### src/rtl/kcpsmx_alu_seq.sv
// Multi-byte operation sequencer in front of the 8-bit KCPSMX ALU.
// Optional interrupt flag save/restore is enabled by defining KCPSMX_ALU_SEQ_FLAG_SAVE_EN.
package kcpsmx_alu_seq_pkg;
  typedef enum logic [3:0] {
    OP_ADD     = 4'h0,
    OP_ADDCY   = 4'h1,
    OP_SUB     = 4'h2,
    OP_SUBCY   = 4'h3,
    OP_COMPARE = 4'h4,
    OP_AND     = 4'h5,
    OP_OR      = 4'h6,
    OP_XOR     = 4'h7,
    OP_TEST    = 4'h8,
    OP_RS      = 4'h9,
    OP_LOAD    = 4'hA
  } opcode_t;

  typedef enum logic [2:0] {
    SH_0   = 3'd0,
    SH_1   = 3'd1,
    SH_X   = 3'd2,
    SH_A   = 3'd3,
    SH_ROT = 3'd4
  } shift_op_t;
endpackage

module kcpsmx_alu_seq
  import kcpsmx_alu_seq_pkg::*;
#(
  parameter int MAX_BYTES  = 4,
  parameter int REG_ADDR_W = 4,
  localparam int LEN_W     = $clog2(MAX_BYTES)
) (
  input  logic                  clk,
  input  logic                  reset,
  input  logic                  req_valid,
  output logic                  req_ready,
  input  opcode_t               req_op,
  input  shift_op_t             req_shift_op,
  input  logic                  req_shift_dir,
  input  logic                  req_shift_const,
  input  logic [LEN_W-1:0]      req_len,
  input  logic [REG_ADDR_W-1:0] req_base_a,
  input  logic [REG_ADDR_W-1:0] req_base_b,
  input  logic [REG_ADDR_W-1:0] req_base_d,
  output logic [REG_ADDR_W-1:0] rf_addr_a,
  output logic [REG_ADDR_W-1:0] rf_addr_b,
  input  logic [7:0]            rf_data_a,
  input  logic [7:0]            rf_data_b,
  output logic                  rf_wr_en,
  output logic [REG_ADDR_W-1:0] rf_wr_addr,
  output logic [7:0]            rf_wr_data,
  output opcode_t               alu_operation,
  output shift_op_t             alu_shift_operation,
  output logic                  alu_shift_direction,
  output logic                  alu_shift_constant,
  output logic                  alu_carry_in,
  output logic [7:0]            alu_operand_a,
  output logic [7:0]            alu_operand_b,
  input  logic [7:0]            alu_result,
  input  logic                  alu_zero,
  input  logic                  alu_carry,
  output logic                  busy,
  output logic                  done,
  output logic                  flag_zero,
  output logic                  flag_carry
`ifdef KCPSMX_ALU_SEQ_FLAG_SAVE_EN
 ,input  logic                  int_save,
  input  logic                  int_restore
`endif
);

  typedef enum logic [1:0] {IDLE, EXEC, DONE} state_t;

  state_t                  state_q;
  opcode_t                 op_q;
  shift_op_t               shift_op_q;
  logic                    shift_dir_q;
  logic                    shift_const_q;
  logic [LEN_W-1:0]        len_q;
  logic [REG_ADDR_W-1:0]   base_a_q, base_b_q, base_d_q;
  logic [LEN_W-1:0]        idx_q;
  logic                    zacc_q, cacc_q;
  logic                    zacc_d, cacc_d;
  logic                    done_q;
  logic                    flag_zero_q, flag_carry_q;
  logic                    commit_carry;
  logic                    exec, first, last, right_shift, no_write, logic_op;
  logic [LEN_W-1:0]        k;
`ifdef KCPSMX_ALU_SEQ_FLAG_SAVE_EN
  logic                    shadow_zero_q, shadow_carry_q, restore_pend_q;
`endif

  always_comb begin
    exec        = (state_q == EXEC);
    first       = (idx_q == '0);
    last        = (idx_q == len_q);
    right_shift = (op_q == OP_RS) && shift_dir_q;
    no_write    = (op_q == OP_COMPARE) || (op_q == OP_TEST);
    logic_op    = (op_q == OP_AND) || (op_q == OP_OR) || (op_q == OP_XOR);
    k           = right_shift ? (len_q - idx_q) : idx_q;
  end

  // Byte operation and carry chaining: the first byte seeds the chain, later bytes ride on the previous carry.
  always_comb begin
    alu_operation       = OP_ADD;
    alu_shift_operation = SH_0;
    alu_carry_in        = 1'b0;
    if (exec) begin
      unique case (op_q)
        OP_ADD: begin
          alu_operation = first ? OP_ADD : OP_ADDCY;
          alu_carry_in  = first ? 1'b0 : cacc_q;
        end
        OP_ADDCY: begin
          alu_operation = OP_ADDCY;
          alu_carry_in  = first ? flag_carry_q : cacc_q;
        end
        OP_SUB, OP_COMPARE: begin
          alu_operation = first ? OP_SUB : OP_SUBCY;
          alu_carry_in  = first ? 1'b0 : cacc_q;
        end
        OP_SUBCY: begin
          alu_operation = OP_SUBCY;
          alu_carry_in  = first ? flag_carry_q : cacc_q;
        end
        OP_RS: begin
          alu_operation       = OP_RS;
          alu_shift_operation = first ? shift_op_q : SH_A;
          alu_carry_in        = first ? flag_carry_q : cacc_q;
        end
        default: alu_operation = op_q;
      endcase
    end
  end

  always_comb begin
    rf_addr_a           = base_a_q + REG_ADDR_W'(k);
    rf_addr_b           = base_b_q + REG_ADDR_W'(k);
    rf_wr_addr          = base_d_q + REG_ADDR_W'(k);
    rf_wr_data          = alu_result;
    rf_wr_en            = exec && !no_write && !reset;
    alu_operand_a       = exec ? rf_data_a : 8'h00;
    alu_operand_b       = exec ? rf_data_b : 8'h00;
    alu_shift_direction = exec && shift_dir_q;
    alu_shift_constant  = exec && shift_const_q;
    req_ready           = (state_q == IDLE);
    busy                = (state_q != IDLE);
    done                = done_q;
    flag_zero           = flag_zero_q;
    flag_carry          = flag_carry_q;
    // TEST folds carries into whole-word parity; everything else keeps the latest carry.
    zacc_d              = (first ? 1'b1 : zacc_q) & alu_zero;
    cacc_d              = ((op_q == OP_TEST) && !first) ? (cacc_q ^ alu_carry) : alu_carry;
    commit_carry        = logic_op ? 1'b0 : cacc_d;
  end

  always_ff @(posedge clk) begin
    if (reset) begin
      state_q       <= IDLE;
      op_q          <= OP_ADD;
      shift_op_q    <= SH_0;
      shift_dir_q   <= 1'b0;
      shift_const_q <= 1'b0;
      len_q         <= '0;
      base_a_q      <= '0;
      base_b_q      <= '0;
      base_d_q      <= '0;
      idx_q         <= '0;
      zacc_q        <= 1'b0;
      cacc_q        <= 1'b0;
      done_q        <= 1'b0;
      flag_zero_q   <= 1'b0;
      flag_carry_q  <= 1'b0;
`ifdef KCPSMX_ALU_SEQ_FLAG_SAVE_EN
      shadow_zero_q  <= 1'b0;
      shadow_carry_q <= 1'b0;
      restore_pend_q <= 1'b0;
`endif
    end else begin
      done_q <= 1'b0;
      unique case (state_q)
        IDLE: begin
          if (req_valid) begin
            op_q          <= req_op;
            shift_op_q    <= req_shift_op;
            shift_dir_q   <= req_shift_dir;
            shift_const_q <= req_shift_const;
            len_q         <= req_len;
            base_a_q      <= req_base_a;
            base_b_q      <= req_base_b;
            base_d_q      <= req_base_d;
            idx_q         <= '0;
            state_q       <= EXEC;
          end
        end
        EXEC: begin
          zacc_q <= zacc_d;
          cacc_q <= cacc_d;
          if (last) begin
            state_q      <= DONE;
            done_q       <= 1'b1;
            flag_zero_q  <= zacc_d;
            flag_carry_q <= commit_carry;
          end else begin
            idx_q <= idx_q + LEN_W'(1);
          end
        end
        default: state_q <= IDLE;
      endcase
`ifdef KCPSMX_ALU_SEQ_FLAG_SAVE_EN
      // A restore outside IDLE waits until the sequencer is idle again.
      if (state_q == IDLE) begin
        if (int_restore || restore_pend_q) begin
          flag_zero_q  <= shadow_zero_q;
          flag_carry_q <= shadow_carry_q;
        end
        restore_pend_q <= 1'b0;
      end else if (int_restore) begin
        restore_pend_q <= 1'b1;
      end
      if (int_save) begin
        if (exec && last) begin
          shadow_zero_q  <= zacc_d;
          shadow_carry_q <= commit_carry;
        end else begin
          shadow_zero_q  <= flag_zero_q;
          shadow_carry_q <= flag_carry_q;
        end
      end
`endif
    end
  end

endmodule

### config.mk
export PLATFORM = sky130hd
export DESIGN_NAME = kcpsmx_alu_seq
export DESIGN_NICKNAME = d
export VERILOG_FILES = /design/src/rtl/kcpsmx_alu_seq.sv
export SDC_FILE = /design/constraint.sdc
export NUM_CORES = 1
export LEC_CHECK = 0
export CAP_MARGIN = 20
export CORE_ASPECT_RATIO = 1.5
export CORE_MARGIN = 10
export CORE_UTILIZATION = 40
export CTS_CLUSTER_SIZE = 16
export DETAILED_ROUTE_END_ITERATION = 10
export PLACE_DENSITY = 0.8
export SLEW_MARGIN = 0
export SYNTH_ARGS = -nofsm -noshare
export SYNTH_HDL_FRONTEND = slang
export SYNTH_SLANG_ARGS = --single-unit
### constraint.sdc
create_clock -name clk -period 2.8 [get_ports clk]
set_clock_uncertainty 0.05 [all_clocks]
set_input_delay 0.42 -clock clk [delete_from_list [all_inputs] [get_ports clk]]
set_output_delay 0.42 -clock clk [all_outputs]
set_load 0.02 [all_outputs]
# Word level (Yosys, flattened, before mapping)
# Index checks and enable logic that the tools add are counted.
[word_totals]
reg_bits = 32
[classes]
muxes = 24
n_reduce_logical = 25
eq_ne = 14
add_sub_neg = 5
n_bitwise = 3
[ops]
columns = ["cell", "n"]
rows = [
  ["one-hot mux 4 bit (5 select lines)", 1],
  ["== test 4 x 3 -> 1 bit (second input constant)", 4],
  ["two-way mux 8 bit", 2],
  ["adder 4 x 2 -> 4 bit", 3],
  ["two-way mux 2 bit", 5],
  ["two-way mux 1 bit", 9],
  ["two-way mux 3 bit", 3],
  ["== test 4 x 2 -> 1 bit (second input constant)", 2],
  ["== test 4 bit (second input constant)", 2],
  ["one-hot mux 2 bit (2 select lines)", 2],
  ["logical AND 1 bit", 6],
  ["AND reduction 2 bit", 3],
  ["OR reduction 3 bit", 2],
  ["== test 4 x 1 -> 1 bit (second input constant)", 1],
  ["logical NOT 2 bit", 2],
  ["logical NOT 4 bit", 1],
  ["two-way mux 4 bit", 1],
  ["!= test 2 bit (second input constant)", 2],
  ["nonzero test 2 bit", 2],
  ["OR reduction 2 bit", 2],
  ["logical NOT 1 bit", 3],
  ["logical OR 1 bit", 3],
  ["AND reduction 3 bit", 1],
  ["adder 2 x 1 -> 2 bit (second input constant)", 1],
  ["8 further kinds", 8],
]

# Logic depth before layout (Yosys ltp)
[depth]
depth_word = 5
depth_mapped = 9
depth_no_buf = 9

# Worst setup path after synthesis
# Ideal clock, no wire load.
[synth_timing]
path_kind = "register -> output"
start = "register op_q[2]"
end = "output port rf_addr_b[2]"
setup_slack_ns = 0.158
required_ns = 2.330
arrival_ns = 2.172
n_path_buf = 1
path_stages_with_launch = 8
path_cell_list = "dfxtp_1 buf_2 nor3b_2 nand4_1 xnor2_1 inv_1 fa_1 xnor2_1"
[synth_between]
elab_chain_len = 4
[synth_rtl]
columns = ["element", "line", "text"]
rows = [
  ["from (decl)", "76", "opcode_t op_q;"],
  ["from (signal assigned)", "185", "op_q <= req_op;"],
  ["== test 4 bit", "98", "right_shift = (op_q == OP_RS) && shift_dir_q;"],
  ["logical AND 1 bit", "98", ""],
  ["two-way mux 2 bit", "101", "k = right_shift ? (len_q - idx_q) : idx_q;"],
  ["adder 4 x 2 -> 4 bit", "139", "rf_addr_b = base_b_q + REG_ADDR_W'(k);"],
  ["to (decl)", "47", "output logic [REG_ADDR_W-1:0] rf_addr_b,"],
]
# Every way passes these cells.

# Final worst setup path
[layout_timing]
start = "register idx_q[0]"
end = "output port rf_wr_addr[3]"
[layout_between]
elab_chain_len = 3
[layout_rtl]
columns = ["element", "line", "text"]
rows = [
  ["from (decl)", "82", "logic [LEN_W-1:0] idx_q;"],
  ["from (signal assigned)", "206", "idx_q <= idx_q + LEN_W'(1);"],
  ["subtractor 2 bit", "101", ""],
  ["two-way mux 2 bit *", "101", ""],
  ["adder 4 x 2 -> 4 bit *", "140", "rf_wr_addr = base_d_q + REG_ADDR_W'(k);"],
  ["to (decl)", "51", "output logic [REG_ADDR_W-1:0] rf_wr_addr,"],
]
# Mark *: on every way between the ends. The rest lies on a longest branch, timed or not.

==> results.yml <==
grt:
  grt_use_total: 0.133
  grt_first_pass_wirelength_microns: 9110
  overflow: 0
  antenna_found_initial: 0
  grt_pass1_vias: 1943
  grt_max_degree: 34
floorplanning:
  num_io_pins: 104
  coreArea_sq_um: 4850
  dieHeight_microns: 107
  die_w_microns: 77.9
  start_util: 0.415
  die-area_sq_um: 8320
  core.rowCount: 31
worst_setup_path:
  cp-start-kind: "flop"
  rr_worst_depth: 7
  critPathArrivalTime_ns: 2.23
  crit_path_top_delay_cell: "dfxtp_2"
  max_stage_delay_ns: 0.36
  crit_type: "flop to output pin"
  cp-end-kind: "output pin"
  worstPathCellList: "ha_4 > xor2_1 > nand4_1 > xnor2_1 > buf_4 > buf_6 > ha_4 > a21o_1 > nand2_1 > xnor2_1 > buf_4"
  required_ns: 2.33
  cp_max_fo: 5
sta:
  hold_violations: 0
  finalSetupViolations: 0
  whs_ns: 0.399
  worst_slew_pin_slew_ns: 0.779
  timing.fmax_mhz: 371
  fin_crit_sh: 0.963
  grt_setup_unrepaired: "yes"
  min_period_ns: 2.70
  slew_headroom: 0.479
  slew_viol_final: 0
place:
  portBuffers: 87
  hpwl_microns: 4380
  place_area_sq_um: 2900
  gp_congestion: 0.849
synth:
  synthMuxAreaShare: 0
  synth_xor_area_frac: 0.0516
  synth_top_family_by_area: "simple AND/OR/NAND/NOR gates"
  yosys_register_bits: 32
  yosysTopAreaCellShare: 0.319
  yosysWarningCount: 0
  synth_area_sq_um: 2010
  synthCells: 238
  synth-simple-area-share: 0.273
  syn-num-nets: 301
  synth.area.top_cells: "dfxtp_1 (32%), a21oi_2 (8.7%), nand2_1 (6.7%)"
  synth_compound_area_frac: 0.178
  syn_area_per_cell_sq_um: 8.45
  yosys.area.top_type: "dfxtp_1"
  synth_fa_ha_area_frac: 0.0797
  ys_seq_area_frac: 0.319
  synthDistinctLibCells: 41
outcome:
  outcome: "finished, final reports clean"
cells_and_area:
  nets: 390
  final_cell_mix: "clkdlybuf4s50_1 (76), nand2_1 (36), dfxtp_1 (28), nand2_2 (20), a21oi_2 (20)"
  antenna_cells: 0
  final_area_sq_um: 3070
  area_growth_pct: 52.5
  drive_gt1_frac: 0.294
  fin_util: 0.633
  layout_commonest_cell: "clkdlybuf4s50_1"
job:
  drv_cap: 0
route:
  ant_nets: 0
  finalWirelength_microns: 5680
  drc_errors: 0
  firstDrtPassIters: 4
  avgViaCountPerCell: 4.69
  first_iter_violations: 79
  post_drt_wl_per_cell_microns: 14.5
  via_count: 1845
worst_hold_path:
  hp-class: "flop to flop"
  whs_path_depth: 2
power_and_ir_drop:
  ir_worst_vdd_mv: 0.348
  p_total_mw: 1.34
  power_density_nw_per_um2: 436
  p_leak_nw: 1.23
cts:
  insertion_delay_ns: 0.28
  cts_tree: "yes"
  htreeDepth: 2
  cts_sinks: 32
  cts-root-buf: "clkbuf_8"
  cts_buffer_depth: 2
  cts-buffers-inserted: 5
  postCtsHoldBufs: 0
  cts.clk_slew.worst_paths_ns: 0.07
## repair_timing
action	CTS	global route
setup buffers	2	1
gates cloned	0	0
pin swaps	1	10
hold endpoints to repair	0	0
endpoints found under the setup margin	9	27
resized for setup	27	32
## worst max-delay path: cells and delay by family, from the launching register on
kind	cells	cell delay, ns
AO/OA/AOI/OAI	1	0.17
XOR/XNOR	3	0.40
adder cells (fa/ha/maj)	2	0.36
buffers and inverters	3	0.46
flip-flops	1	0.36
AND/OR/NAND/NOR	2	0.20
## power breakdown
group	switching (mW)	total [mW]	internal [mW]	leakage [nW]
registers	0.0274	0.519	0.492	0.264
logic	0.221	0.437	0.216	0.914
clock network	0.162	0.380	0.219	0.0503
## final timing paths
path	slack, ns	endpoint	startpoint
worst max-delay path	0.10	rf_wr_addr[3]	idx_q[0]$_SDFFE_PP0P_
worst min-delay path	0.40	flag_zero$_SDFFE_PP0P_	flag_zero$_SDFFE_PP0P_
worst max register to register	1.04	flag_carry$_SDFFE_PP0P_	idx_q[0]$_SDFFE_PP0P_
worst min register to register	0.40	flag_zero$_SDFFE_PP0P_	flag_zero$_SDFFE_PP0P_
## per-stage QoR
step                std cells  setup WS (ns)  setup TNS [ns]
floorplan                 238          0.158               0
global placement          383       -0.00748        -0.00748
detailed placement        383        -0.0508          -0.154
CTS                       392        0.00425               0
global route              393        -0.0413         -0.0452
finish                    393          0.103               0
## Yosys cell counts (all sizes together)
library cell  number
xnor2              6
o211ai             1
o311a              1
o21bai             1
nand4              1
o21a               1
nand4b             1
a21oi             33
nand3              3
nor2              14
nand3b             1
clkinv             1
a21o               3
nor3               1
clkbuf             6
dfxtp             32
fa                 3
nand2             56
nand2b             1
nor2b              3
inv                9
buf               16
or2                2
ha                 8
nor3b              1
o21ai              3
a31o               1
o41ai              1
and2              20
a211oi             3
xor2               5
## routing by layer
| layer | vias up | part of all wire | track usage | wire length, microns |
|---|---|---|---|---|
| met1 | 836 | 0.39 | 0.129 | 2200 |
| met2 | 62 | 0.54 | 0.253 | 3050 |
| met5 | - | 0 | 0 | 0 |
| met3 | 6 | 0.064 | 0.0443 | 366 |
| met4 | 0 | 0.012 | 0.0488 | 70 |
| li1 | 941 | - | - | - |
## state kept, by name, summed over array words and instances (netlist names)
register,cells
base_d_q,4
shift_dir_q,1
base_a_q,4
flag_carry,1
op_q,4
idx_q,2
shift_op_q,3
zacc_q,1
base_b_q,4
flag_zero,1
done,1
shift_const_q,1
len_q,2
state_q,2
cacc_q,1
## kinds of logic after synthesis
| group | after synthesis |
|---|---|
| xor gates and xnor gates | 11 |
| and+or+nand+nor | 104 |
| AOI/OAI and AO/OA | 48 |
| DFF | 32 |
| buffers and inverters | 32 |
| adders and majority gates | 11 |
## area by class of cell
cell class / count / area, sq um
Inverter: 10 / 38.8
Multi-Input combinational cell: 174 / 1230
Sequential cell: 32 / 646
Clock buffer: 7 / 96.3
Fill cell: 426 / 1780
Tap cell: 66 / 82.6
Timing Repair Buffer: 104 / 975
Note: power is estimated with default switching activity, not from simulation.
